**config.mk**
```make
export PLATFORM = sky130hd
export DESIGN_NAME = seven_seg_refresh_mux
export DESIGN_NICKNAME = d
export VERILOG_FILES = /design/src/rtl/seven_seg_refresh_mux_pkg.sv /design/src/rtl/refresh_prescaler.sv /design/src/rtl/seven_seg_refresh_mux.sv
export SDC_FILE = /design/constraint.sdc
export NUM_CORES = 1
export LEC_CHECK = 0
export CORE_MARGIN = 3
export CORE_UTILIZATION = 54
export CTS_CLUSTER_SIZE = 24
export DETAILED_ROUTE_END_ITERATION = 10
export PLACE_DENSITY = 0.76
export SYNTH_ARGS = -nofsm -noshare
export SYNTH_HDL_FRONTEND = slang
export SYNTH_SLANG_ARGS = --single-unit
export TNS_END_PERCENT = 1
```
**constraint.sdc**
```tcl
create_clock -name CLK -period 2.06 [get_ports CLK]
set_input_delay 0.309 -clock CLK [delete_from_list [all_inputs] [get_ports CLK]]
set_output_delay 0.309 -clock CLK [all_outputs]
set_load 0.005 [all_outputs]
```
**src/rtl/seven_seg_refresh_mux_pkg.sv**
```systemverilog
// Shared display package: digit count and widths used by the refresh mux
// and by the downstream seven-segment decoder.
package seven_seg_refresh_mux_pkg;
  localparam int NUM_DIGITS = 4;
  localparam int DIGIT_W    = 4;
  localparam int SEL_W      = 2;

  // Frame boundary: the last digit slot of a frame.
  localparam logic [SEL_W-1:0] LAST_SEL = SEL_W'(NUM_DIGITS - 1);

  // One captured display image: codes plus decimal points.
  typedef struct packed {
    logic [NUM_DIGITS-1:0][DIGIT_W-1:0] digits;
    logic [NUM_DIGITS-1:0]              dots;
  } frame_t;
endpackage

```
**src/rtl/refresh_prescaler.sv**
```systemverilog
// refresh_prescaler: divides CLK into one TICK every CLK_DIV enabled cycles.
//   CLK    : system clock
//   RESET  : synchronous active-high reset (count -> 0)
//   ENABLE : 1 = count, 0 = hold count, no TICK
//   TICK   : high for the cycle in which count sits at CLK_DIV-1 with ENABLE=1
module refresh_prescaler #(
  parameter int CLK_DIV = 100000
) (
  input  logic CLK,
  input  logic RESET,
  input  logic ENABLE,
  output logic TICK
);
  localparam int CW = $clog2(CLK_DIV);
  localparam logic [CW-1:0] TERM = CW'(CLK_DIV - 1);

  logic [CW-1:0] count;

  assign TICK = ENABLE && (count == TERM);

  always_ff @(posedge CLK) begin
    if (RESET)       count <= '0;
    else if (TICK)   count <= '0;
    else if (ENABLE) count <= count + 1'b1;
  end
endmodule

```
**src/rtl/seven_seg_refresh_mux.sv**
```systemverilog
// seven_seg_refresh_mux: time-multiplexed digit refresh with a double-buffered
// frame. LOAD writes a shadow frame; the shadow is copied to the displayed
// (active) frame only at the 3->0 slot boundary so a frame never mixes data.
//   CLK, RESET      : clock, synchronous active-high reset
//   ENABLE          : run/hold the refresh
//   LOAD            : strobe capturing DIGITS_IN/DOTS_IN into the shadow
//   DIGITS_IN[15:0] : digit n at [4n+3:4n]
//   DOTS_IN[3:0]    : dot n at bit n
//   BINARY[3:0]     : code of the selected digit
//   SEGMENT[1:0]    : selected digit index
//   DOT             : dot of the selected digit
//   PENDING         : shadow holds uncommitted data
//   UPDATED         : 1-cycle pulse after a commit
module seven_seg_refresh_mux
  import seven_seg_refresh_mux_pkg::*;
#(
  parameter int CLK_DIV = 100000
) (
  input  logic                            CLK,
  input  logic                            RESET,
  input  logic                            ENABLE,
  input  logic                            LOAD,
  input  logic [NUM_DIGITS*DIGIT_W-1:0]   DIGITS_IN,
  input  logic [NUM_DIGITS-1:0]           DOTS_IN,
  output logic [DIGIT_W-1:0]              BINARY,
  output logic [SEL_W-1:0]                SEGMENT,
  output logic                            DOT,
  output logic                            PENDING,
  output logic                            UPDATED
);
  logic   tick;
  logic   commit;
  frame_t shadow, active;
  logic [SEL_W-1:0] sel;

  refresh_prescaler #(.CLK_DIV(CLK_DIV)) u_presc (
    .CLK    (CLK),
    .RESET  (RESET),
    .ENABLE (ENABLE),
    .TICK   (tick)
  );

  assign commit = tick && (sel == LAST_SEL) && PENDING;

  always_ff @(posedge CLK) begin
    if (RESET) begin
      sel     <= '0;
      shadow  <= '0;
      active  <= '0;
      PENDING <= 1'b0;
      UPDATED <= 1'b0;
    end else begin
      UPDATED <= commit;
      if (tick) sel <= sel + 1'b1;
      // Commit reads the pre-LOAD shadow; a coinciding LOAD then re-arms
      // PENDING below, so its data lands one frame later.
      if (commit) begin
        active  <= shadow;
        PENDING <= 1'b0;
      end
      if (LOAD) begin
        shadow.digits <= DIGITS_IN;
        shadow.dots   <= DOTS_IN;
        PENDING       <= 1'b1;
      end
    end
  end

  assign SEGMENT = sel;
  assign BINARY  = active.digits[sel];
  assign DOT     = active.dots[sel];
endmodule

```
**Word level (Yosys, flattened, before mapping)**

Index checks and enable logic that the tools add are counted.

- Flip-flop bits (word level): 61
- Output and inout bits: 9
- Input bits: 24

- Reductions and logical operators: 5
- Add/sub/neg operators: 2
- Mux-type cells: 6
- Eq/ne operators: 2
- Magnitude comparators: 1

Operators by type and width:

| kind | count |
|---|---|
| adder 17 x 1 -> 17 bit (second input constant) | 1 |
| equality test 17 bit (second input constant) | 1 |
| binary-select mux 4 bit (select 2 bit) | 1 |
| 2-to-1 mux 4 bit | 1 |
| logical AND 1 bit | 3 |
| less-than comparator 2 x 3 -> 1 bit (second input constant) | 1 |
| 2-to-1 mux 1 bit | 3 |
| adder 2 x 1 -> 2 bit (second input constant) | 1 |
| binary-select mux 1 bit (select 2 bit) | 1 |
| equality test 2 bit (second input constant) | 1 |
| nonzero test 2 bit | 1 |
| OR reduction 2 bit | 1 |

**Logic depth before layout (Yosys ltp)**

Gate-level depths: netlist (run 1).

- Depth after elaboration: 6
- Depth in mapped cells: 6
- Depth with buffers taken out: 5

**By module**

A second synthesis (run 1) with hierarchy kept.

- Cells, all modules: 262
- Area total of the unflattened synthesis: 2746.4 um2

By module, submodules not included:

| module | area an instance (um2) | cells each | times used |
|---|---|---|---|
| seven_seg_refresh_mux | 1898.1 | 172 | 1 |
| refresh_prescaler | 848.3 | 90 | 1 |

**Worst setup path after synthesis (run 1)**

OpenSTA, ideal clock, no wires.

- Path type: register -> register
- From: register u_presc.count[0]
- To: register u_presc.count[16]
- Slack: 0.416 ns
- Stages on the path, launching flop included: 6
- Clock period less this slack: 1.644 ns
- Data arrival time: 1.575 ns
- Data required time: 1.990 ns
- Cell sequence: dfxtp_1 ha_1 nand3_2 or3_1 or4_1 a21oi_1

- Longest elaborated chain between the ends: 3

RTL lines:

| element | line | RTL |
|---|---|---|
| start, declared | refresh_prescaler.sv:17 | `logic [CW-1:0] count;` |
| start signal, assigned | refresh_prescaler.sv:24 | `else if (ENABLE) count <= count + 1'b1;` |
| parallel branches: the longest is 3 deep, another holds adder 17 x 1 -> 17 bit | n/a |  |

Parallel ways; which one is timed is not known.
A chain may end at the register's enable or synchronous reset.

**Worst setup path in the final report (run 1)**

- From: register sel[1] (netlist: SEGMENT[1])
- To: output port BINARY[0]

- Longest elaborated chain between the ends: 2

RTL lines:

| element | line | RTL |
|---|---|---|
| start, declared | seven_seg_refresh_mux.sv:34 | `logic [SEL_W-1:0] sel;` |
| start signal, assigned | seven_seg_refresh_mux.sv:54 | `if (tick) sel <= sel + 1'b1;` |
| binary-select mux 4 bit (select 2 bit) | seven_seg_refresh_mux.sv:70 | `assign BINARY = active.digits[sel];` |
| 2-to-1 mux 4 bit (not written as such) | seven_seg_refresh_mux.sv:70 |  |
| end, declared | seven_seg_refresh_mux.sv:25 | `output logic [DIGIT_W-1:0] BINARY,` |

No other way between the ends. The select of a mux whose other input is x is not followed.

==> flow_metrics.env, run 1 <==
export IMPL_power_frac_comb=0.056
export IMPL_coreArea_um2=4530
export IMPL_switchingPower_uw=547
export IMPL_power_mw=2.42
export IMPL_post_drt_wl_per_cell_um=14.9
export IMPL_p_int_mw=1.87
export IMPL_cellLeakagePower_nw=1.23
export IMPL_synth_distinct_cells=37
export IMPL_die_x_um=75.7
export IMPL_fmax_ghz=0.502
export IMPL_crit_chain="mux4_2, clkdlybuf4s50_1"
export IMPL_gp_congestion=0.897
export IMPL_htree_levels=3
export IMPL_final_cell_mix="dfxtp_1, nor2_1, clkdlybuf4s50_1, nand4_1, a21oi_1"
export IMPL_syn_nets=305
export IMPL_post_drt_via_cell_ratio=5.72
export IMPL_insertion_delay_ps=350
export IMPL_post_route_util=0.719
export IMPL_async_flop_share=0
export IMPL_routed_wirelength_mm=5.71
export IMPL_synth_area_um2=2620
export IMPL_first_iter_violations=134
export IMPL_grt_setup_unrepaired="no"
export IMPL_power_density_nw_per_um2=741
export IMPL_layout_nets=341
export IMPL_cts_buffer_depth=2
export IMPL_root_buffer="clkbuf_8"
export IMPL_synth_area_leaders="dfxtp_1, mux2i_1, nand4_1"
export IMPL_clockPowerShare=0.438
export IMPL_drcViolationCount=0
export IMPL_run_status="completed"
export IMPL_ys_seq_area_frac=0.466
export IMPL_grt_max_degree=24
export IMPL_dr_pass1_iters=7
export IMPL_clkTransAtPathRegs_ps=70
export IMPL_worst_slew_pin_slew_ps=370
export IMPL_hold_viol_final=0
export IMPL_drv_cap=0
export IMPL_grt_pass1_vias=2043
export IMPL_path_class="flop to output pin"
export IMPL_die_height_um=75.7
export IMPL_holdBufCountCts=0
export IMPL_fin_tns_setup_ps=0
export IMPL_grt_overflow=0
export IMPL_finalWorstSetupSlack_ps=68.9
export IMPL_crit_family="multiplexers"
export IMPL_vias=2198
export IMPL_finalMaxSlewViolations=0
export IMPL_critical_path_max_stage_delay_ps=520
export IMPL_cts_tree="done"
export IMPL_synth_seq_cells=61
export IMPL_fin_area_um2=3260
export IMPL_post_dp_hpwl_mm=3.76
export IMPL_dieArea_um2=5730
export IMPL_synth_cells=279
export IMPL_row_count=24
export IMPL_synth_ff_type="dfxtp_1"
export IMPL_crit_fanout=2
export IMPL_slowest_stage="mux4_2"
export IMPL_skew_ps=8.36
export IMPL_seqPwrFrac=0.507
export IMPL_start_util=0.578
export IMPL_setup_viol=0
export IMPL_crit_arrival_ps=1680
export IMPL_port_buffers=32
export IMPL_place_area_um2=3040
export IMPL_synth_top_area_cell="dfxtp_1"
export IMPL_min_period_ps=1990
export IMPL_yosysWarnings=0
export IMPL_crit_path_end_kind="output pin"
export IMPL_ant_nets=0
export IMPL_final_common_cell="dfxtp_1"
export IMPL_syn2layout_area_growth_pct=24.4
export IMPL_dp_slack_ps=135
export IMPL_n_antenna_cell=0
export IMPL_synth_top_area_share=0.466
export IMPL_numCtsBuffers=9
export IMPL_grt_usage=0.228
export IMPL_slew_headroom=0.750
export IMPL_worstSetupStartpointType="flop"
export IMPL_swShare=0.226
export IMPL_synth_edff_count=0
export IMPL_clock_sinks=61
export IMPL_postSynthAreaPerCell_um2=9.40
export IMPL_critical_path_buf_inv_count=1
export IMPL_critPathRequiredTime_ps=1750
export IMPL_io_pins=33
export IMPL_hp_class="flop to flop"
export IMPL_vdd_drop_max_mv=0.617
export IMPL_grt_pass1_wl_mm=9.59
export IMPL_period_share=0.967
export IMPL_drive_above_1_share=0.141
export IMPL_antenna_found_initial=0
## timing repair
item / 4_1_cts / 5_1_grt
buffers inserted: 1 / 0
setup endpoints to repair: 5 / 12
resized for setup: 2 / 6
## sequential cells by signal (all words and copies together), names as in the netlist
name           cells
PENDING            1
SEGMENT            2
UPDATED            1
active            20
shadow            20
u_presc.count     17
## synthesized netlist by cell type, types with 2 or more instances
cell	n
ha_1	2
nor3b_1	2
nor4_1	5
inv_1	4
nand2_1	5
buf_2	4
buf_1	3
a21oi_1	23
nor4b_1	2
clkbuf_1	14
or3_1	2
nand3_1	3
and2_1	2
mux2i_1	22
o21ai_0	20
o21ai_1	2
nand3_2	3
nand4_1	26
nor2_1	39
xor2_1	3
dfxtp_1	61
mux4_2	5
xnor2_1	11
nor3_1	3
## cell type report
type | count | area, um^2
tap | 65 | 81.3
clock buffer | 10 | 138
clock inverter | 5 | 61.3
fill | 339 | 1270
timing repair buffer | 46 | 435
multi-input combinational | 193 | 1310
inverter | 4 | 15.0
sequential | 61 | 1230
## kinds of logic after synthesis
logic type	Yosys count	synth area share
multiplexers	27	0.127
XOR/XNOR	14	0.0468
adder cells (fa/ha/maj)	2	0.00954
AO/OA/AOI/OAI	49	0.100
AND/OR/NAND/NOR	101	0.213
buffers and inverters	25	0.0377
flip-flops	61	0.466
## tightest hold or removal path: cells and delay by family, from the launching register on
kind	cells	cell delay (ps)
flip-flops	1	310
AO/OA/AOI/OAI	2	120
## routing by layer
layer	part of all wire	wire length, um	vias to the layer above	track usage
met1	0.47	2710	1046	0.306
met2	0.46	2610	59	0.338
met5	0	0	-	0
met3	0.054	306	12	0.0884
li1	-	-	1081	-
met4	0.014	79	0	0.0757
## final timing paths
kind	depth (start not counted)	slack, ps	to	startpoint
worst max-delay path	2	70	BINARY[0]	SEGMENT[1]
worst min-delay path	2	470	active[8]	active[8]
worst max register to register	4	280	active[3]	u_presc.count[9]
worst min register to register	2	470	active[8]	active[8]
## stage by stage
| step | hold WS, ps | std cells |
|---|---|---|
| final | 472 | 384 |
| after global routing | 489 | 384 |
| after CTS | 471 | 384 |
| after detailed placement | 462 | 368 |
| after global placement | 458 | 368 |
| after floorplan | 446 | 279 |
## power groups by stage
| stage | Combinational (mW) | Clock (mW) | Sequential, mW |
|---|---|---|---|
| 6_report | 0.135 | 1.06 | 1.22 |
| 4_1_cts | 0.136 | 1.08 | 1.22 |
| 3_3_place_gp | 0.133 | 0 | 1.25 |
| 3_5_place_dp | 0.135 | 0 | 1.25 |
| 2_1_floorplan | 0.0691 | 0 | 1.25 |
| 5_1_grt | 0.148 | 1.14 | 1.23 |
Power figures use the tool's default switching activity.
==> run 2, diff against run 1 <==
--- a/config.mk
+++ b/config.mk
@@ -5,6 +5,7 @@
 export SDC_FILE = /design/constraint.sdc
 export NUM_CORES = 1
 export LEC_CHECK = 0
+export ABC_CLOCK_PERIOD_IN_PS = 2060
 export CORE_MARGIN = 3
 export CORE_UTILIZATION = 54
 export CTS_CLUSTER_SIZE = 24
==> results of run 2 <==
No change in the layout: final DEF, timing and power equal those of run 1.
==> run 3, diff against run 2 <==
--- a/config.mk
+++ b/config.mk
@@ -7,11 +7,11 @@
 export LEC_CHECK = 0
 export ABC_CLOCK_PERIOD_IN_PS = 2060
 export CORE_MARGIN = 3
-export CORE_UTILIZATION = 54
-export CTS_CLUSTER_SIZE = 24
+export CORE_UTILIZATION = 55
 export DETAILED_ROUTE_END_ITERATION = 10
-export PLACE_DENSITY = 0.76
+export PLACE_DENSITY = 0.77
 export SYNTH_ARGS = -nofsm -noshare
 export SYNTH_HDL_FRONTEND = slang
+export SYNTH_HIERARCHICAL = 1
 export SYNTH_SLANG_ARGS = --single-unit
 export TNS_END_PERCENT = 1
==> flow_metrics.env, run 3 <==
export IMPL_hold_start="RESET"
export IMPL_ant_nets=0
export IMPL_fin_cells=377
export IMPL_die_x_um=76.7
export IMPL_drcViolationCount=0
export IMPL_numCtsBuffers=9
export IMPL_post_dp_hpwl_mm=3.28
export IMPL_cts_tree="done"
export IMPL_hold_viol_final=0
export IMPL_critical_path_max_stage_delay_ps=360
export IMPL_slew_headroom=0.692
export IMPL_power_density_nw_per_um2=725
export IMPL_synth_cells=262
export IMPL_ys_seq_area_frac=0.445
export IMPL_post_drt_via_cell_ratio=4.99
export IMPL_synth_area_um2=2750
export IMPL_async_flop_share=0
export IMPL_worst_slew_pin_slew_ps=462
export IMPL_post_drt_wl_per_cell_um=12.7
export IMPL_worst_hold_slack_ps=414
export IMPL_reg2reg_slack_ps=140
export IMPL_n_antenna_cell=0
export IMPL_synth_top_area_share=0.445
export IMPL_synth_area_leaders="dfxtp_1, mux2i_1, nand2b_1"
export IMPL_synth_common_cells="dfxtp_1, mux2i_1, nand2b_1"
export IMPL_crit_arrival_ps=2170
export IMPL_syn_nets=288
export IMPL_grt_use_met2=0.280
export IMPL_routed_wirelength_mm=4.78
export IMPL_power_frac_comb=0.065
export IMPL_swShare=0.218
export IMPL_min_path_cells=2
export IMPL_critPathRequiredTime_ps=2310
export IMPL_setup_viol=0
export IMPL_grtUsageMet1=0.241
export IMPL_r2r_start="u_presc/count[0]"
export IMPL_drv_cap=0
export IMPL_grt_pass1_wl_mm=8.66
export IMPL_fin_tns_setup_ps=0
export IMPL_reg2reg_depth=7
export IMPL_clock_sinks=61
export IMPL_skew_ps=8.51
export IMPL_path_class="flop to flop"
export IMPL_grt_pass1_vias=1865
export IMPL_synth_seq_cells=61
export IMPL_period_share=0.932
export IMPL_yosysWarnings=6
export IMPL_layout_nets=331
export IMPL_use_met3=0.0505
export IMPL_die_height_um=76.7
export IMPL_vias=1881
export IMPL_top_usage_layer="met2"
export IMPL_finalMaxSlewViolations=0
export IMPL_crit_fanout=16
export IMPL_final_cell_mix="dfxtp_1, mux2i_1, nand2b_1, nor2_1, clkdlybuf4s50_1"
export IMPL_run_status="completed"
export IMPL_insertion_delay_ps=330
export IMPL_synth_distinct_cells=36
export IMPL_min_period_ps=1920
export IMPL_crit_path_end_kind="flop"
export IMPL_postSynthAreaPerCell_um2=10.5
export IMPL_slowest_stage="dfxtp_2"
export IMPL_grt_usage=0.184
export IMPL_grt_overflow=0
export IMPL_gp_congestion=0.811
export IMPL_grt_setup_unrepaired="no"
export IMPL_final_common_cell="dfxtp_1"
export IMPL_synth_ff_type="dfxtp_1"
export IMPL_synth_edff_count=0
export IMPL_reg2reg_to="active[6]"
export IMPL_critical_path_buf_inv_count=1
export IMPL_clockPowerShare=0.437
export IMPL_drive_above_1_share=0.184
export IMPL_placedCellCount=361
export IMPL_crit_family="simple AND/OR/NAND/NOR gates"
export IMPL_clkTransAtPathRegs_ps=70
export IMPL_vdd_drop_max_mv=0.568
export IMPL_switchingPower_uw=537
export IMPL_dieArea_um2=5880
export IMPL_synth_most_common_cell="dfxtp_1"
export IMPL_cellLeakagePower_nw=1.25
export IMPL_crit_chain="ha_2, nand4_4, or2_4, nor4_4, and3_4, buf_12, mux2i_1"
export IMPL_synth_top_area_cell="dfxtp_1"
export IMPL_dr_pass1_iters=4
export IMPL_hp_class="input pin to flop"
export IMPL_seqPwrFrac=0.497
export IMPL_htree_levels=3
export IMPL_coreArea_um2=4790
export IMPL_post_cts_buffers=0
export IMPL_cts_buffer_depth=2
export IMPL_grt_max_degree=38
export IMPL_reg_top3="active (20), shadow (20), u_presc/count (17)"
export IMPL_holdBufCountCts=0
export IMPL_n_fill_cell=380
export IMPL_start_util=0.574
export IMPL_hold_end="shadow[0]"
export IMPL_worstSetupStartpointType="flop"
export IMPL_p_int_mw=1.93
export IMPL_first_iter_violations=66
export IMPL_row_count=25
export IMPL_io_pins=33
export IMPL_fmax_ghz=0.521
export IMPL_antenna_found_initial=0
export IMPL_root_buffer="clkbuf_8"
export IMPL_port_buffers=32
export IMPL_syn2layout_area_growth_pct=23.9
==> run 3: cell count changes after synthesis, moves of 18 or more <==
cell      previous run  this run
a21oi_1             23         3
mux2i_1             22        42
nand2b_1             1        40
nand4_1             26         3
o21ai_0             20         2
==> run 3: final cells by class <==
type	instances	area (um^2)	share of cell area
tap	67	83.8	0.0246
timing repair buffer	47	459	0.135
sequential	61	1220	0.360
clock buffer	11	151	0.0445
clock inverter	5	58.8	0.0173
multi-input combinational	183	1420	0.416
inverter	3	11.3	0.00331
==> run 3: cells by family after synthesis <==
family                   count (synthesis)  synth area share
AND/OR/NAND/NOR                        111             0.231
flip-flops                              61             0.445
multiplexers                            47             0.194
buffers and inverters                   18            0.0483
XOR/XNOR                                14            0.0446
AO/OA/AOI/OAI                            9            0.0282
adder cells (fa/ha/maj)                  2           0.00911
==> run 3: worst max path at each step <==
stage / from / endpoint / slack, ps / cells past startpoint
floorplan: u_presc/count[0] / active[0] / 6 / 8
global placement: ENABLE / active[5] / -90 / 7
detailed placement: ENABLE / active[19] / -140 / 7
CTS: u_presc/count[0] / active[19] / 20 / 7
global route: u_presc/count[0] / active[14] / 0.7 / 7
finish: u_presc/count[0] / active[6] / 140 / 7
==> run 3: per-layer routing <==
metal | share of wire | wire length, um
met5 | 0 | 0
met1 | 0.48 | 2290
met4 | 0.0079 | 38
met3 | 0.035 | 167
met2 | 0.48 | 2290
==> run 3: per-stage QoR <==
step	setup slack [ps]	utilization	total power, mW	cell area [um^2]
6_report	139	0.711	2.47	3400
5_1_grt	0.685	0.711	2.58	3400
4_1_cts	17.5	0.709	2.50	3390
3_5_place_dp	-143	0.666	1.42	3190
3_3_place_gp	-94.9	0.666	1.41	3190
2_1_floorplan	5.78	-	1.34	2760
==> run 3: power by group through the flow <==
stage	clock [mW]	combinational, mW	sequential (mW)
after global placement	0	0.160	1.25
after global routing	1.17	0.180	1.23
after CTS	1.11	0.164	1.23
after floorplan	0	0.0971	1.25
final	1.08	0.161	1.23
after detailed placement	0	0.163	1.25
==> run 3: repair_timing <==
item / CTS / global route
endpoints found under the setup margin: 5 / 20
resized for setup: 5 / 4
cloned: 0 / 0
endpoints found under the hold margin: 0 / 0
